[src/rtl/button_event_sampler.sv]
// button_event_sampler: synchronises, debounces and edge-detects pushbuttons on a slow sample tick.
// Define BUTTON_LONG_PRESS_EN to add per-button hold counters and long_pulse.
module button_event_sampler #(
  parameter int NUM_BTN      = 4,
  parameter int TICK_DIV     = 50000,
  parameter int STABLE_TICKS = 8,
  parameter int LONG_TICKS   = 500,
  parameter int ACTIVE_LOW   = 1
) (
  input  logic               clk,
  input  logic               rst,
  input  logic [NUM_BTN-1:0] btn_in,
  output logic [NUM_BTN-1:0] btn_level,
  output logic [NUM_BTN-1:0] press_pulse,
  output logic [NUM_BTN-1:0] release_pulse,
  output logic [NUM_BTN-1:0] long_pulse,
  output logic               sample_tick
);
  localparam int PW = $clog2(TICK_DIV);
  localparam logic [NUM_BTN-1:0] IDLE = (ACTIVE_LOW != 0) ? '1 : '0;
  logic [NUM_BTN-1:0] sync1, sync2, s;
  logic [PW-1:0] pcnt;
  // Sync flops idle at the released pad level so a held button still has to debounce after reset
  always_ff @(posedge clk or posedge rst) begin
    if (rst) begin
      sync1 <= IDLE;
      sync2 <= IDLE;
    end else begin
      sync1 <= btn_in;
      sync2 <= sync1;
    end
  end
  assign s = sync2 ^ IDLE;
  assign sample_tick = pcnt == PW'(TICK_DIV - 1);
  always_ff @(posedge clk or posedge rst) begin
    if (rst) pcnt <= '0;
    else pcnt <= sample_tick ? '0 : pcnt + 1'b1;
  end
  for (genvar g = 0; g < NUM_BTN; g++) begin : g_btn
    logic [7:0] cnt;
    logic lvl, pp, rp, acc;
    assign acc = (s[g] != lvl) && (cnt + 8'd1 == 8'(STABLE_TICKS));
    always_ff @(posedge clk or posedge rst) begin
      if (rst) begin
        cnt <= '0;
        lvl <= 1'b0;
        pp  <= 1'b0;
        rp  <= 1'b0;
      end else begin
        pp <= sample_tick && acc && s[g];
        rp <= sample_tick && acc && !s[g];
        if (sample_tick) begin
          cnt <= (s[g] == lvl || acc) ? '0 : cnt + 8'd1;
          if (acc) lvl <= s[g];
        end
      end
    end
    assign btn_level[g]     = lvl;
    assign press_pulse[g]   = pp;
    assign release_pulse[g] = rp;
`ifdef BUTTON_LONG_PRESS_EN
    localparam int HW = $clog2(LONG_TICKS + 1);
    logic [HW-1:0] hcnt;
    logic lp;
    // Saturating at LONG_TICKS makes the threshold fire once per press until release clears it
    always_ff @(posedge clk or posedge rst) begin
      if (rst) begin
        hcnt <= '0;
        lp   <= 1'b0;
      end else begin
        lp <= sample_tick && lvl && hcnt == HW'(LONG_TICKS - 1);
        if (!lvl) hcnt <= '0;
        else if (sample_tick && hcnt != HW'(LONG_TICKS)) hcnt <= hcnt + 1'b1;
      end
    end
    assign long_pulse[g] = lp;
`else
    assign long_pulse[g] = 1'b0;
`endif
  end
endmodule

[config.mk]
export PLATFORM = sky130hd
export DESIGN_NAME = button_event_sampler
export DESIGN_NICKNAME = d
export VERILOG_FILES = /design/src/rtl/button_event_sampler.sv
export SDC_FILE = /design/constraint.sdc
export NUM_CORES = 1
export LEC_CHECK = 0
export ABC_CLOCK_PERIOD_IN_PS = 2250
export CORE_MARGIN = 1.5
export CORE_UTILIZATION = 45
export DETAILED_ROUTE_END_ITERATION = 10
export SLEW_MARGIN = 0
export SYNTH_ARGS = -nofsm -noshare
export SYNTH_HDL_FRONTEND = slang
export SYNTH_SLANG_ARGS = --single-unit
[constraint.sdc]
create_clock -name clk -period 2.25 [get_ports clk]
set_input_delay 0.3375 -clock clk [delete_from_list [all_inputs] [get_ports clk]]
set_output_delay 0.3375 -clock clk [all_outputs]
set_load 0.005 [all_outputs]
; ---- After elaboration in Yosys (flattened, before gate mapping)
; Cells that the tools add are included.
; W data, S select, Z words.
[word_totals]
register_bits = 68
latchBits = 0
ramBits = 0
rom_bits = 0
input_bits = 6
out_inout_bits = 17
elab_cells = 71
memories = 0
[classes]
n_addsub = 5
n_mul = 0
div_mod_pow = 0
magnitude_cmp = 0
n_eq_ne = 13
shift = 0
mux = 5
bitwise = 1
n_reduce_logical = 28
[op_table]
columns = cell, n
row1 = $add A8 B1 Y8 const B, 4
row2 = $eq A8 B4 Y1 const B, 4
row3 = $mux W8, 4
row4 = $add A16 B1 Y16 const B, 1
row5 = $eq A16 B16 Y1 const B, 1
row6 = $logic_and A1 B1 Y1, 16
row7 = $mux W16, 1
row8 = $reduce_and A2 Y1, 4
row9 = $eq A1 B1 Y1, 4
row10 = $logic_not A1 Y1, 4
row11 = $logic_or A1 B1 Y1, 4
row12 = $ne A1 B1 Y1, 4
row13 = $not A4 Y4, 1

; ---- Depth between registers and ports, before layout
; Gate-level depths: netlist of run 1.
[depth]
ltp_word = 5
mapped_depth = 8
ltp_nobuf = 7

; ---- Worst setup path before layout of run 1
; Ideal clock, no wire load.
[synth_timing]
path_kind = register to register
start = register g_btn[0].cnt[3]
end = register g_btn[0].cnt[3]
setup_time_ns = 0.126
arrival_time_ns = 1.831
required_ns = 2.124
slack_ns = 0.293
stages_incl_launch_ff = 7
path_buffers = 1
synth_period_minus_slack_ns = 1.957
path_cell_list = dfrtp_1 buf_4 nand3_2 or4_4 a2111oi_4 a21oi_1 a221o_1
[synth_via]
elab_chain_len = 5
[synth_lines]
columns = element, line_no
row1 = "start, declared", 40  ; logic [7:0] cnt;
row2 = "start signal, assigned", 53  ; cnt <= (s[g] == lvl || acc) ? '0 : cnt + 8'd1;
row3 = $add A8 B1 Y8 (*), "42, 53"
row4 = $eq A8 B4 Y1, 42  ; assign acc = (s[g] != lvl) && (cnt + 8'd1 == 8'(STABLE_TICKS));
row5 = $logic_and A1 B1 Y1, 42
row6 = $logic_or A1 B1 Y1, 53
row7 = $mux W8 (*), 53
; Mark *: on every way between the ends. The rest lies on a longest branch, timed or not.
; A chain may end at the register's enable or synchronous reset.

; ---- Worst setup path after layout of run 1
[layout_timing]
start = register pcnt[0]
end = output sample_tick
[layout_via]
elab_chain_len = 1
[layout_lines]
columns = element, line_no
row1 = "start, declared", 22  ; logic [PW-1:0] pcnt;
row2 = "start signal, assigned", 37  ; else pcnt <= sample_tick ? '0 : pcnt + 1'b1;
row3 = $eq A16 B16 Y1, 34  ; assign sample_tick = pcnt == PW'(TICK_DIV - 1);
row4 = "end, declared", 17  ; output logic sample_tick
; Every way passes these cells.

==> impl_metrics.ini, run 1 <==
[run_status]
status = completed

[die]
io_pins = 23
die_w_um = 93.31
dieArea_um2 = 8706
die_h_um = 93.31
rows = 32
initial_core_util_pct = 47.00
core_area_um2 = 7807

[global_route]
grt_max_degree = 69
groute.usage.overall_pct = 16.82
grt_pass1_vias = 2562
grt_pass1_wl_mm = 11.56
grt_overflow = 0
antenna_found_initial = 0

[cells_and_area]
fill_cells = 724
diodes = 0
area_delta_synth_final_pct = 12.61
fin_nets = 411
drive_above_1_share_pct = 11.22
seq_area_um2 = 1712
multi_input_area_um2 = 1765

[sta]
clock_skew_ns = 0.008066
hold_violations = 0
post-route-period-util_pct = 99.39
rsz0062_at_grt = yes
relSlewSlack_pct = 57.79
worst_pin_slew_ns = 0.6310
timing.fmax_mhz = 447.2
period_needed_ns = 2.236
slew_violations = 0
fin_ws_ns = 0.01384
tns_ns = 0
setup_violations = 0

[logic_synthesis]
synth_area_um2 = 3670
synth_compound_area_share_pct = 13.26
synth_edf_count = 0
synth-simple-area-share_pct = 22.23
synth_top_family_by_area = simple AND/OR/NAND/NOR gates
synth_xor_area_share_pct = 6.444
yosysTopAreaCell = dfrtp_1
async_flop_share_pct = 100.0
synthTopCellsByArea = dfrtp_1, dfstp_2, nand2_1
synthCells = 385
ys_seq_elements = 68
synth.distinct_cells = 54
ys.flop_type = dfrtp_1
yosysWarnings = 0
synthMuxAreaShare_pct = 1.909
synthAdderAreaFrac_pct = 3.069
ys_seq_area_share_pct = 46.64
syn-mean-instance-area_um2 = 9.532
yosysTopAreaCellShare_pct = 40.91

[power_and_ir_drop]
clkPwrFrac_pct = 44.3
max-vdd-ir-drop_mv = 0.2923
power_switching_share_pct = 21.64
power.total_mw = 2.324
p_int_mw = 1.821
pwr_density_cell_nw_per_um2 = 562.3
p_leak_nw = 1.749
switchingPower_uw = 502.8
p_seq_share_pct = 53.4
power_frac_comb_pct = 2.3

[cts]
cts_tree = yes
clock_sinks = 68
htreeDepth = 3
cts_root_buf = clkbuf_8
clock_latency_ns = 0.34
cts_made_buffers = 9
cts_buffer_depth = 2
clkTransAtPathRegs_ns = 0.07

[worst_setup_path]
max_stage_delay_ns = 0.50
required_ns = 1.91
start_kind = flop
r2r_end = g_btn[0].cnt[5]
cpMaxStageDelayCell = clkdlybuf4s50_1
crit_arrival_ns = 1.90
rr_startpoint = pcnt[0]
path_class = flop to output port
crit_fanout = 4
reg2reg_slack_ns = 0.07
rr_worst_depth = 8
crit_chain = ha_4 -> nand3_1 -> nand4b_1 -> clkinv_1 -> clkdlybuf4s50_1
cp-end-kind = output port

[run]
max_cap_violations = 0

[hold_path]
holdPathStages = 0
hold_end = sync2[1]
hold_path_class = flop to flop
min_from = sync1[1]

[routing]
drtPass1Iterations = 4
drt-total-wl_mm = 6.603
drt_iter0_markers = 112
ant_nets = 0
via_per_inst = 5.368
drc_errors = 0
wire_per_inst_um = 13.13
vias = 2700

[place]
gp_congestion = 0.7991
dp_worst_setup_slack_ns = 0.1801
hpwl_mm = 4.313
portBuffers = 18
==> what timing repair did <==
action                                  CTS  global route
resized for setup                         1             5
setup buffers                             1             1
hold buffers                              0             0
endpoints found under the setup margin    1             6
==> power by group through the flow <==
stage          Clock [mW]  Combinational [mW]  Sequential [mW]
2_1_floorplan           0              0.0366             1.26
3_3_place_gp            0              0.0568             1.26
3_5_place_dp            0              0.0568             1.26
4_1_cts              1.06              0.0566             1.24
5_1_grt              1.12              0.0633             1.24
6_report             1.03              0.0543             1.24
==> metrics by stage <==
stage / std cells / utilization, % / hold slack [ns] / area, µm²
global placement: 485 / 49.78 / 0.3462 / 3886
detailed placement: 485 / 49.78 / 0.3468 / 3886
global route: 503 / 52.93 / 0.3589 / 4133
CTS: 502 / 52.50 / 0.3517 / 4099
floorplan: 388 / - / 0.3420 / 3681
finish: 503 / 52.93 / 0.3536 / 4133
==> Yosys cell counts (4+ instances only) <==
cell type / count
buf_4: 18
nor4b_1: 4
o21ai_0: 29
nor2_1: 23
xor2_1: 15
inv_1: 13
nor3b_1: 6
mux2i_1: 7
clkbuf_1: 12
a21oi_1: 8
xnor2_1: 12
a31oi_1: 4
nor4_1: 4
and2_1: 6
nand4_1: 6
nand3_1: 18
dfstp_2: 8
dfrtp_1: 60
and3_1: 7
nand2_1: 45
ha_1: 9
o41ai_1: 4
nor3_1: 19
==> cell usage in the layout (no fill, tap or decap), types with 3 or more instances in the layout <==
master	n
nand2_1	45
or2_2	3
o21ai_0	28
nor3_1	17
dfrtp_1	60
buf_4	7
nor4_1	4
nor2b_1	3
dfstp_2	8
xor2_1	15
ha_1	8
a31oi_1	4
clkbuf_8	11
inv_1	12
nand2b_1	3
xnor2_1	12
a211o_1	3
nor4b_1	4
nor2_1	23
conb_1	4
and3_1	7
a21oi_1	8
clkdlybuf4s50_1	18
and2_1	6
mux2i_1	7
nand4_1	6
or3_1	3
nand3_1	18
o41ai_1	4
nor3b_1	6
==> flip-flops by register name, summed over array words and instances (netlist names) <==
name       count
g_btn.cnt     32
g_btn.lvl      4
sync2          4
sync1          4
g_btn.rp       4
g_btn.pp       4
pcnt          16
==> layer usage <==
| layer | wire length (µm) | share of wire (%) | GRT usage, % |
|---|---|---|---|
| met1 | 3237 | 49 | 21.42 |
| met5 | 0 | 0 | 0 |
| met2 | 3067 | 46 | 26.87 |
| met4 | 101 | 1.5 | 6.818 |
| met3 | 197 | 3.0 | 4.715 |
==> critical path, delay by kind of cell (launching register included) <==
kind          cells  cell delay, ns
buf+inv           2            0.60
flops             1            0.41
simple gates      2            0.36
fa+ha+maj         1            0.18
==> worst max-delay path by stage <==
stage	startpoint	endpoint	slack [ns]	cells after the start
2_1_floorplan	rst	g_btn[0].cnt[0]	0.21	1
3_3_place_gp	g_btn[3].cnt[1]	g_btn[3].cnt[1]	0.24	6
3_5_place_dp	g_btn[0].cnt[0]	g_btn[0].cnt[3]	0.18	5
4_1_cts	pcnt[0]	sample_tick	0.003	5
5_1_grt	pcnt[0]	sample_tick	-0.05	5
6_report	pcnt[0]	sample_tick	0.01	5
==> final cells by class <==
type | count | share of cell area [%]
Sequential cell | 68 | 41.42
Timing Repair Buffer | 27 | 6.600
Tap cell | 102 | 3.088
Clock buffer | 12 | 3.754
Inverter | 14 | 1.272
Multi-Input combinational cell | 276 | 42.72
Clock inverter | 4 | 1.150
==> cells by family after synthesis <==
group	count (synthesis)
compound gates	71
xor+xnor	27
fa+ha+maj	9
buf+inv	44
flops	68
mux	7
other cells	1
simple gates	158
(Power assumes the default switching activity.)
==> run 2: changes to the inputs <==
==> constraint.sdc (replaced) <==
create_clock -name clk -period 2.25 [get_ports clk]
set_input_delay 0.3375 -clock clk [delete_from_list [all_inputs] [get_ports clk]]
set_output_delay 0.3375 -clock clk [all_outputs]
set_load 0.05 [all_outputs]
==> impl_metrics.ini, run 2 (synthesis results as in run 1) <==
[run]
max_cap_violations = 0

[worst_setup_path]
start_kind = flop
path_class = flop to output port
crit_chain = ha_1 -> nand3_1 -> nand4b_1 -> clkinv_2 -> buf_12 -> buf_12
required_ns = 1.91
max_stage_delay_ns = 0.36
path_buf_inv = 3
crit_fanout = 20
cpMaxStageDelayCell = dfrtp_1
critical-path-top-delay-family = buffers and inverters
cp-end-kind = output port
crit_arrival_ns = 1.78
crit_top_cell = buf_12

[global_route]
groute.usage.overall_pct = 16.77
antenna_found_initial = 0
grt_overflow = 0
grt_pass1_wl_mm = 11.42
grt_max_degree = 69
grt_pass1_vias = 2450

[place]
gp_congestion = 0.8344
hpwl_mm = 4.388
portBuffers = 18

[routing]
vias = 2658
drtPass1Iterations = 4
drc_errors = 0
drt_iter0_markers = 126
via_per_inst = 5.284
wire_per_inst_um = 13.19
drt-total-wl_mm = 6.634
ant_nets = 0

[cts]
htreeDepth = 3
clock_latency_ns = 0.34
cts_tree = yes
clock_sinks = 68
ctsHoldBuffers = 0
cts_made_buffers = 9
cts_buffer_depth = 2
clkTransAtPathRegs_ns = 0.07
cts_root_buf = clkbuf_8

[cells_and_area]
most-common-layout-cells = dfrtp_1, nand2_1, o21ai_0, nor2_1
diodes = 0
area_delta_synth_final_pct = 12.99
top_regs = g_btn.cnt x32, pcnt x16
fin_nets = 412
top_register = g_btn.cnt
drive_above_1_share_pct = 10.97
largest_reg_flops = 32
layout_commonest_cell = dfrtp_1

[die]
die_w_um = 93.31
die_h_um = 93.31
io_pins = 23
core_area_um2 = 7807
initial_core_util_pct = 47.00
rows = 32
dieArea_um2 = 8706

[sta]
slew_violations = 0
setup_violations = 0
holdWs_ns = 0.3564
tns_ns = 0
hold_violations = 0
clock_skew_ns = 0.004771
worst_pin_slew_ns = 0.6143
period_needed_ns = 2.117
timing.fmax_mhz = 472.3
relSlewSlack_pct = 58.91
post-route-period-util_pct = 94.10

[power_and_ir_drop]
max-vdd-ir-drop_mv = 0.3594
power.total_mw = 2.340
pwr_density_cell_nw_per_um2 = 564.2
p_leak_nw = 1.766

[run_status]
status = completed

[hold_path]
hold_path_class = flop to flop
[run 2: cell types whose count changed in the layout (fill, tap and decap cells not counted), sizes merged]
cell,before,now
clkinvlp,1,0
buf,9,11
clkbuf,12,14
clkdlybuf4s50,18,17
clkinv,3,1
[run 2: worst paths after layout]
path                                      start         endpoint  slack (ns)  cells past startpoint
worst min register to register         sync1[3]         sync2[3]        0.36                      0
worst min-delay path                   sync1[3]         sync2[3]        0.36                      0
max in group asynchronous                   rst         sync2[3]        1.53                      3
worst max register to register  g_btn[0].cnt[0]  g_btn[0].cnt[3]        0.16                      5
min in group asynchronous                   rst          pcnt[0]        0.39                      3
worst max-delay path                    pcnt[0]      sample_tick        0.13                      6
[run 2: through the flow]
| step | cells | setup slack, ns | util (%) | area [µm²] |
|---|---|---|---|---|
| finish | 503 | 0.1328 | 53.11 | 4146 |
| CTS | 503 | 0.1119 | 52.96 | 4135 |
| global placement | 487 | 0.2330 | 50.26 | 3924 |
| floorplan | 388 | 0.08861 | - | 3681 |
| global route | 503 | -0.01890 | 53.11 | 4146 |
| detailed placement | 487 | 0.1419 | 50.26 | 3924 |
[run 2: layout make-up]
| type | instances | area [µm²] |
|---|---|---|
| well taps | 102 | 127.6 |
| fillers | 696 | 3661 |
| clock buffers | 14 | 172.7 |
| multi-input cells | 276 | 1748 |
| inverters | 14 | 53.80 |
| flip-flops and latches | 68 | 1712 |
| repair buffers | 28 | 302.8 |
| clock inverters | 1 | 30.03 |
[run 2: per-layer routing]
metal	global-route usage (%)	wire (µm)
met5	0	0
met3	4.309	233
met4	7.449	61
met1	24.11	3413
met2	23.55	2924
[run 2: worst reg2reg max path, stage by stage, from the launching register on]
cell and delay, ns:
dfrtp_1 0.44, nand2_1 0.15, or4_4 0.55, a2111oi_4 0.38
a21oi_1 0.15, a221o_1 0.31
[run 2: power by group]
group	internal, mW	switching [mW]	total (mW)
clock network	0.598	0.433	1.03
registers	1.24	0.00573	1.24
logic	0.0167	0.0503	0.0669
[run 2: what timing repair did]
action / CTS / global route
gates resized for setup: 1 / 2
setup endpoints to repair: 1 / 6
buffers inserted: 1 / 0
